## config.mk

```make
export PLATFORM = sky130hd
export DESIGN_NAME = bcd_to_bin_seq
export DESIGN_NICKNAME = d
export VERILOG_FILES = /design/src/rtl/decimal_pkg.sv /design/src/rtl/bcd_sub3_4bit.sv /design/src/rtl/bcd_to_bin_seq.sv
export SDC_FILE = /design/constraint.sdc
export NUM_CORES = 1
export LEC_CHECK = 0
export BUFFER_PORTS_ARGS = -buffer_cell sky130_fd_sc_hd__buf_2
export CORE_MARGIN = 3
export CORE_UTILIZATION = 50
export DETAILED_ROUTE_END_ITERATION = 8
export PLACE_DENSITY_LB_ADDON = 0.05
export REMOVE_ABC_BUFFERS = 1
export SLEW_MARGIN = 20
export SYNTH_ARGS = -nofsm -noshare
export SYNTH_HDL_FRONTEND = slang
export SYNTH_SLANG_ARGS = --single-unit
```

## constraint.sdc

```tcl
create_clock -name clk -period 3.98 [get_ports clk]
set_input_delay 0 -clock clk [delete_from_list [all_inputs] [get_ports clk]]
set_output_delay 0 -clock clk [all_outputs]
set_load 0.05 [all_outputs]
```

## src/rtl/decimal_pkg.sv

```systemverilog
// Shared constants for the decimal conversion path: BCD digit geometry,
// reverse double-dabble correction values and converter state encoding.
package decimal_pkg;

  localparam int unsigned BCD_DIG_W       = 4;
  localparam logic [3:0]  BCD_CORR_THRESH = 4'd8;
  localparam logic [3:0]  BCD_CORR_VAL    = 4'd3;

  localparam logic [1:0] ST_IDLE   = 2'd0;
  localparam logic [1:0] ST_SHIFT  = 2'd1;
  localparam logic [1:0] ST_FINISH = 2'd2;

  typedef enum logic [1:0] {
    StIdle   = ST_IDLE,
    StShift  = ST_SHIFT,
    StFinish = ST_FINISH
  } state_e;

  function automatic logic bcd_digit_bad(input logic [3:0] digit);
    return digit > 4'd9;
  endfunction

endpackage

```

## src/rtl/bcd_sub3_4bit.sv

```systemverilog
// Reverse double-dabble correction cell: subtracts 3 from a BCD digit that
// reached 8 or more after a right shift (mirror of the add-3 cell).
module bcd_sub3_4bit
  import decimal_pkg::*;
(
  input  logic [3:0] digit_i,
  output logic [3:0] digit_o,
  output logic       ge8_o
);

  always_comb begin
    ge8_o   = digit_i >= BCD_CORR_THRESH;
    digit_o = ge8_o ? (digit_i - BCD_CORR_VAL) : digit_i;
  end

endmodule

```

## src/rtl/bcd_to_bin_seq.sv

```systemverilog
// Sequential packed-BCD to binary converter: one right shift per clock with
// per-digit subtract-3 correction, BIN_W shifts per conversion.
module bcd_to_bin_seq
  import decimal_pkg::*;
#(
  parameter int unsigned NDIG  = 4,
  parameter int unsigned BIN_W = 14
) (
  input  logic                   clk,
  input  logic                   rst,
  input  logic                   start,
  input  logic [4*NDIG-1:0]      bcd_in,
  output logic                   busy,
  output logic                   done,
  output logic [BIN_W-1:0]       bin_out,
  output logic                   err
);

  localparam int unsigned SregW = BCD_DIG_W * NDIG + BIN_W;
  localparam int unsigned CntW  = $clog2(BIN_W);
  localparam logic [CntW-1:0] CntLast = CntW'(BIN_W - 1);

  state_e            state_q, state_d;
  logic [SregW-1:0]  sreg_q, sreg_d;
  logic [CntW-1:0]   cnt_q, cnt_d;
  logic              bad_q, bad_d;
  logic              busy_q, busy_d;
  logic              done_q, done_d;
  logic [BIN_W-1:0]  bin_q, bin_d;
  logic              err_q, err_d;

  logic [SregW-1:0]          shifted, corrected;
  logic [NDIG-1:0][3:0]      sub_dig;
  logic [NDIG-1:0]           sub_ge8;
  logic                      in_bad;

  assign shifted = sreg_q >> 1;

  for (genvar g = 0; g < NDIG; g++) begin : gen_corr
    bcd_sub3_4bit u_sub3 (
      .digit_i (shifted[BIN_W + g*BCD_DIG_W +: BCD_DIG_W]),
      .digit_o (sub_dig[g]),
      .ge8_o   (sub_ge8[g])
    );
  end

  always_comb begin
    corrected = shifted;
    for (int i = 0; i < NDIG; i++) begin
      if (sub_ge8[i]) corrected[BIN_W + i*BCD_DIG_W +: BCD_DIG_W] = sub_dig[i];
    end
  end

  always_comb begin
    in_bad = 1'b0;
    for (int i = 0; i < NDIG; i++) begin
      in_bad = in_bad | bcd_digit_bad(bcd_in[i*BCD_DIG_W +: BCD_DIG_W]);
    end
  end

  // Result registers load on the last shift so they are valid while FINISH drives done.
  always_comb begin
    state_d = state_q;
    sreg_d  = sreg_q;
    cnt_d   = cnt_q;
    bad_d   = bad_q;
    busy_d  = busy_q;
    done_d  = 1'b0;
    bin_d   = bin_q;
    err_d   = err_q;
    unique case (state_q)
      StIdle: begin
        if (start) begin
          sreg_d  = {bcd_in, {BIN_W{1'b0}}};
          cnt_d   = '0;
          bad_d   = in_bad;
          busy_d  = 1'b1;
          state_d = StShift;
        end
      end
      StShift: begin
        sreg_d = corrected;
        cnt_d  = cnt_q + 1'b1;
        if (cnt_q == CntLast) begin
          state_d = StFinish;
          done_d  = 1'b1;
          bin_d   = bad_q ? '0 : corrected[BIN_W-1:0];
          err_d   = bad_q;
        end
      end
      StFinish: begin
        busy_d  = 1'b0;
        state_d = StIdle;
      end
      default: begin
        busy_d  = 1'b0;
        state_d = StIdle;
      end
    endcase
  end

  always_ff @(posedge clk or posedge rst) begin
    if (rst) begin
      state_q <= StIdle;
      sreg_q  <= '0;
      cnt_q   <= '0;
      bad_q   <= 1'b0;
      busy_q  <= 1'b0;
      done_q  <= 1'b0;
      bin_q   <= '0;
      err_q   <= 1'b0;
    end else begin
      state_q <= state_d;
      sreg_q  <= sreg_d;
      cnt_q   <= cnt_d;
      bad_q   <= bad_d;
      busy_q  <= busy_d;
      done_q  <= done_d;
      bin_q   <= bin_d;
      err_q   <= err_d;
    end
  end

  assign busy    = busy_q;
  assign done    = done_q;
  assign bin_out = bin_q;
  assign err     = err_q;

  // Valid BCD must be fully drained out of the digit field by the last shift.
  a_bcd_drained: assert property (@(posedge clk) disable iff (rst)
    (state_q == StShift && cnt_q == CntLast && !bad_q) |-> (corrected[SregW-1:BIN_W] == '0));

endmodule

```

# Yosys cells after proc, flatten, opt, wreduce, memory -nomap -nowiden
# Index checks and enable logic that the tools add are counted.
word_totals:
  wordCells: 52
  regBits: 54
  input_bits: 19
op_classes:
  bitwise: 4
  n_mux: 16
  magnitude_cmp: 8
  add_sub_neg: 5
  n_eq_ne: 4
  n_reduce_logical: 7
op_table:
  columns: ["cell", "count"]
  rows:
  - ["$pmux W30 S2", 1]
  - ["$mux W30", 1]
  - ["$mux W4", 5]
  - ["$gt A4 B4 Y1 const B", 4]
  - ["$mux W14", 1]
  - ["$ge A4 B4 Y1 const B", 3]
  - ["$sub A4 B2 Y4 const B", 3]
  - ["$reduce_and A2 Y1", 5]
  - ["$pmux W4 S2", 1]
  - ["$add A4 B1 Y4 const B", 1]
  - ["$eq A4 B4 Y1 const B", 1]
  - ["$ge A3 B4 Y1 const B", 1]
  - ["$mux W2", 2]
  - ["$ne A2 B2 Y1 const B", 2]
  - ["$pmux W2 S2", 1]
  - ["$sub A3 B2 Y4 const B", 1]
  - ["$mux W1", 3]
  - ["$or A1 B1 Y1", 3]
  - ["$eq A2 B1 Y1 const B", 1]
  - ["$logic_not A2 Y1", 1]
  - ["$pmux W1 S2", 1]
  - ["$reduce_bool A2 Y1", 1]
  - ["$not A1 Y1", 1]

# Depth between registers and ports, before layout
logic_depth:
  depth_word: 4
  ltp_mapped: 7
  depth_no_buf: 5

# Cells and area by module
# From an unflattened synthesis, not the netlist that was laid out.
hier_totals:
  cells_unflattened: 306
  area_unflattened_um2: 2765.2
modules_own_cells:
  columns: ["mod", "cells_each", "area_each_um2", "n_inst"]
  rows:
  - ["bcd_to_bin_seq", 258, 2444.8, 1]
  - ["bcd_sub3_4bit", 12, 80.1, 4]

# Least setup slack after synthesis
# Ideal clock, no wire load.
synth_path:
  path_kind: "flip-flop to flip-flop"
  startpoint: "register cnt_q[0]"
  endpoint: "register bin_q[10], in the netlist bin_out[10]"
  period_less_slack_ns: 1.443
  arrival_ns: 1.332
  setup_slack_ns: 2.537
  path_stages_with_launch: 7
  setup_ns: 0.110
  n_path_buf: 2
  required_ns: 3.870
  cell_sequence: "dfrtp_1 -> ha_1 -> nand3_1 -> buf_2 -> clkbuf_1 -> o21ai_0 -> o41ai_1"
synth_via:
  elab_chain_len: 2
synth_lines:
  columns: ["element", "line_no", "source"]
  rows:
  - ["start: declaration", "bcd_to_bin_seq.sv:25", "logic [CntW-1:0] cnt_q, cnt_d;"]
  - ["start signal: assignment", "bcd_to_bin_seq.sv:115", "cnt_q <= cnt_d;"]
  - ["$eq A4 B4 Y1", "bcd_to_bin_seq.sv:84", "if (cnt_q == CntLast) begin"]
  - ["$reduce_and A2 Y1 (no source line)", null, null]
  - ["end signal: assignment", "bcd_to_bin_seq.sv:119", "bin_q <= bin_d;"]
  - ["end: declaration", "bcd_to_bin_seq.sv:29", "logic [BIN_W-1:0] bin_q, bin_d;"]
# No other way between the ends.
# A chain may end at the register's enable or synchronous reset.

# Final worst setup path
layout_path:
  startpoint: "register cnt_q[1]"
  endpoint: "register err_q, in the netlist err"
layout_via:
  elab_chain_len: 2
layout_lines:
  columns: ["element", "line_no", "source"]
  rows:
  - ["$eq A4 B4 Y1", "bcd_to_bin_seq.sv:84", null]
  - ["$reduce_and A2 Y1 (no source line)", null, null]
  - ["end signal: assignment", "bcd_to_bin_seq.sv:120", "err_q <= err_d;"]
  - ["end: declaration", "bcd_to_bin_seq.sv:30", "logic err_q, err_d;"]
# No other way between the ends.

==> results.tsv <==
metric	value	unit
run status	finished clean	
crit-path max FO	30	
die width	77.26	um
critical path data required time	4.18	ns
highest clock frequency the design can meet	461.2	MHz
Setup Fix Bufs, Post-CTS	0	
register area share after synthesis	0.5224	
Detail Route Antenna Nets	0	
crit path kind	register to register	
instance area after placement	0.002726	mm2
unrepaired setup endpoints after global routing	false	
I/O Pins	36	
average routed wire per standard cell	14.29	um
post-route DRC violation count	0	
number of pins with negative max-slew slack in the final report	0	
total negative slack for setup checks	0	ns
Fin Hold WS	0.02396	ns
number of violations of the max-capacitance limit	0	
average via count per standard cell	5.506	
global-route wire length before repair	8.763	mm
maximum vdd ir drop	0.0003328	V
total CTS buffers	5	
Ys Warns	0	
Clock Skews	0.004444	ns
minimum period implied by the final worst setup slack	2.168	ns
total length of routed wires	4.973	mm
H-Tree Level Count	2	
max_slew headroom	0.3355	
vias in the first global route	1913	
power density over cell area	834.1	mW/mm2
clk sink count	53	
post-DP HPWL	3.212	mm
total of buffers placed on input and output ports	35	
Pleak	0.001352	uW
Die ar.	0.005968	mm2
path class of the lowest-slack min-delay path	primary input to register	
TritonCTS clock tree	done	
height of the die	77.26	um
quantity of gates resized following cts	0	
antenna violations before repair	0	
count of inserted antenna diode cells	0	
Initial Utilization	0.5270	
iteration count of the initial detailed-routing pass	4	
Worst Slack Setup Final	1.812	ns
final count of hold timing violations	0	
capturing element type of the critical path	register	
First DRT Iteration DRCs	108	
root buf cell	sky130_fd_sc_hd__clkbuf_8	
clock insertion delay at the later pin of the skew report	0.30	ns
arrival time reported for the critical path endpoint	2.37	ns
overall global routing resource usage	0.1795	
clock transition at the registers of the reported paths	0.09	ns
pin count of the biggest net entering global routing	54	
Core Footprint	0.004817	mm2
Non-Filler Cell Area, Final	0.002888	mm2
Routability Congestion	0.7712	
area delta synth->final	13.75	%
leftover overflow at the end of global routing	0	
share of the clock period used by the worst path after layout	0.5448	
Netlist cell types	32	
worst-case clock buffer depth	2	
Setup crit start kind	register	
number of instances in the synthesized netlist	252	
via count of the routed design	1916	
proportion of layout cells with a drive suffix above 1	0.1708	
Rows	25	
#FFs+latches synth	53	
fin nets	307	
slew at the pin closest to its max-slew limit	0.9940	ns
summed instance area of the synthesized netlist	0.002539	mm2
share of the core filled with cells in the final layout	0.5995	
Setup violations, final	0	
Mapped Avg Cell Area	10.07	um2
DP Worst Slack	1.793	ns
## Yosys cell counts
cell type / n / share of area
sky130_fd_sc_hd__nand3b_1: 1 / 0.0030
sky130_fd_sc_hd__inv_1: 23 / 0.034
sky130_fd_sc_hd__a21o_1: 1 / 0.0030
sky130_fd_sc_hd__nor2b_1: 3 / 0.0074
sky130_fd_sc_hd__o21bai_1: 1 / 0.0030
sky130_fd_sc_hd__dfrtp_1: 53 / 0.52
sky130_fd_sc_hd__nand2_1: 5 / 0.0074
sky130_fd_sc_hd__mux2i_1: 4 / 0.016
sky130_fd_sc_hd__nor2_1: 8 / 0.012
sky130_fd_sc_hd__or3b_1: 1 / 0.0035
sky130_fd_sc_hd__mux2_2: 1 / 0.0044
sky130_fd_sc_hd__o22a_1: 8 / 0.028
sky130_fd_sc_hd__nor3b_1: 5 / 0.015
sky130_fd_sc_hd__o21a_1: 3 / 0.0089
sky130_fd_sc_hd__buf_1: 1 / 0.0015
sky130_fd_sc_hd__xor2_1: 2 / 0.0069
sky130_fd_sc_hd__a21oi_1: 13 / 0.026
sky130_fd_sc_hd__ha_1: 8 / 0.039
sky130_fd_sc_hd__buf_6: 1 / 0.0044
sky130_fd_sc_hd__a22o_1: 1 / 0.0035
sky130_fd_sc_hd__buf_2: 5 / 0.0099
sky130_fd_sc_hd__o22ai_1: 1 / 0.0025
sky130_fd_sc_hd__a41oi_1: 2 / 0.0069
sky130_fd_sc_hd__nand4_1: 3 / 0.0074
sky130_fd_sc_hd__nand3_1: 16 / 0.032
sky130_fd_sc_hd__clkbuf_1: 15 / 0.022
sky130_fd_sc_hd__nand2b_1: 2 / 0.0049
sky130_fd_sc_hd__o21ai_0: 39 / 0.077
sky130_fd_sc_hd__o41ai_1: 14 / 0.048
sky130_fd_sc_hd__xnor2_1: 5 / 0.017
sky130_fd_sc_hd__a32oi_1: 3 / 0.010
sky130_fd_sc_hd__and3b_1: 4 / 0.014
## path summary, 6_finish.rpt
| path | startpoint | slack (ns) | endpoint | cells after the start |
|---|---|---|---|---|
| worst min register to register | sreg_q[28] | 0.50 | sreg_q[28] | 2 |
| max in group asynchronous | rst | 3.13 | sreg_q[14] | 4 |
| worst max register to register | cnt_q[1] | 1.81 | err | 5 |
| worst max-delay path | cnt_q[1] | 1.81 | err | 5 |
| min in group asynchronous | rst | 0.41 | bin_out[7] | 4 |
| worst min-delay path | bcd_in[3] | 0.02 | sreg_q[17] | 3 |
## sequential cells by signal (all words and copies together) (netlist names)
name     cells
sreg_q      29
bad_q        1
busy         1
state_q      2
done         1
err          1
cnt_q        4
bin_out     14
## report_power, final
part	total (uW)	leakage (uW)	switching (uW)	internal, uW
logic	1070	0.000621	686	386
clock network	366	0.0000554	177	189
registers	970	0.000676	200	771
## area by class of cell
| class | count | area (um2) |
|---|---|---|
| Clock inverter | 2 | 38.79 |
| Inverter | 23 | 86.33 |
| Tap cell | 67 | 83.83 |
| Timing Repair Buffer | 43 | 247.7 |
| Clock buffer | 6 | 72.57 |
| Fill cell | 448 | 1929 |
| Sequential cell | 53 | 1326 |
| Multi-Input combinational cell | 154 | 1032 |
## stage by stage
stage	cells	power, uW
4_1_cts	348	2438
5_1_grt	348	2610
3_5_place_dp	335	2066
3_3_place_gp	335	2040
2_1_floorplan	230	1776
6_report	348	2409
## worst max-delay path, stage by stage, from the launching register on
cell and delay, ns:
sky130_fd_sc_hd__dfrtp_1 0.42, sky130_fd_sc_hd__inv_1 0.07, sky130_fd_sc_hd__ha_1 0.16, sky130_fd_sc_hd__nand3_1 0.68, sky130_fd_sc_hd__nor2_1 0.37, sky130_fd_sc_hd__mux2_2 0.36
## cell families (layout without fill, tap and decap cells)
logic type,count (synthesis),after routing,synth area share
AO/OA/AOI/OAI,86,86,0.2164
buffers and inverters,45,74,0.07195
AND/OR/NAND/NOR,48,48,0.1055
XOR/XNOR,7,7,0.02415
multiplexers,5,5,0.02021
flip-flops,53,53,0.5224
adder cells (fa/ha/maj),8,8,0.03943
## layer usage
| layer | share of wire | track usage | vias to the layer above |
|---|---|---|---|
| li1 | - | - | 950 |
| met1 | 0.49 | 0.2445 | 912 |
| met2 | 0.45 | 0.2945 | 45 |
| met3 | 0.042 | 0.03521 | 9 |
| met4 | 0.011 | 0.04448 | 0 |
| met5 | 0 | 0 | - |
## what timing repair did
item / CTS / global route
hold endpoints to repair: 57 / 0
hold buffers: 5 / 0
setup endpoints to repair: 0 / 0
## placed cells by master, fill, tap and decap left out, types with 2 or more instances in the layout
cell type,netlist,routed
sky130_fd_sc_hd__nor2_1,8,8
sky130_fd_sc_hd__and3b_1,4,4
sky130_fd_sc_hd__nor2b_1,3,3
sky130_fd_sc_hd__o21a_1,3,3
sky130_fd_sc_hd__buf_2,5,35
sky130_fd_sc_hd__inv_1,23,22
sky130_fd_sc_hd__dfrtp_1,53,53
sky130_fd_sc_hd__ha_1,8,8
sky130_fd_sc_hd__xor2_1,2,2
sky130_fd_sc_hd__nand2_1,5,5
sky130_fd_sc_hd__mux2i_1,4,4
sky130_fd_sc_hd__a41oi_1,2,2
sky130_fd_sc_hd__nand3_1,16,16
sky130_fd_sc_hd__xnor2_1,5,5
sky130_fd_sc_hd__nand4_1,3,3
sky130_fd_sc_hd__clkbuf_8,0,5
sky130_fd_sc_hd__buf_4,0,3
sky130_fd_sc_hd__nor3b_1,5,5
sky130_fd_sc_hd__o21ai_0,39,39
sky130_fd_sc_hd__a32oi_1,3,3
sky130_fd_sc_hd__o41ai_1,14,14
sky130_fd_sc_hd__dlygate4sd3_1,0,5
sky130_fd_sc_hd__o22a_1,8,8
sky130_fd_sc_hd__a21oi_1,13,13
Note: power is estimated with default switching activity, not from simulation.
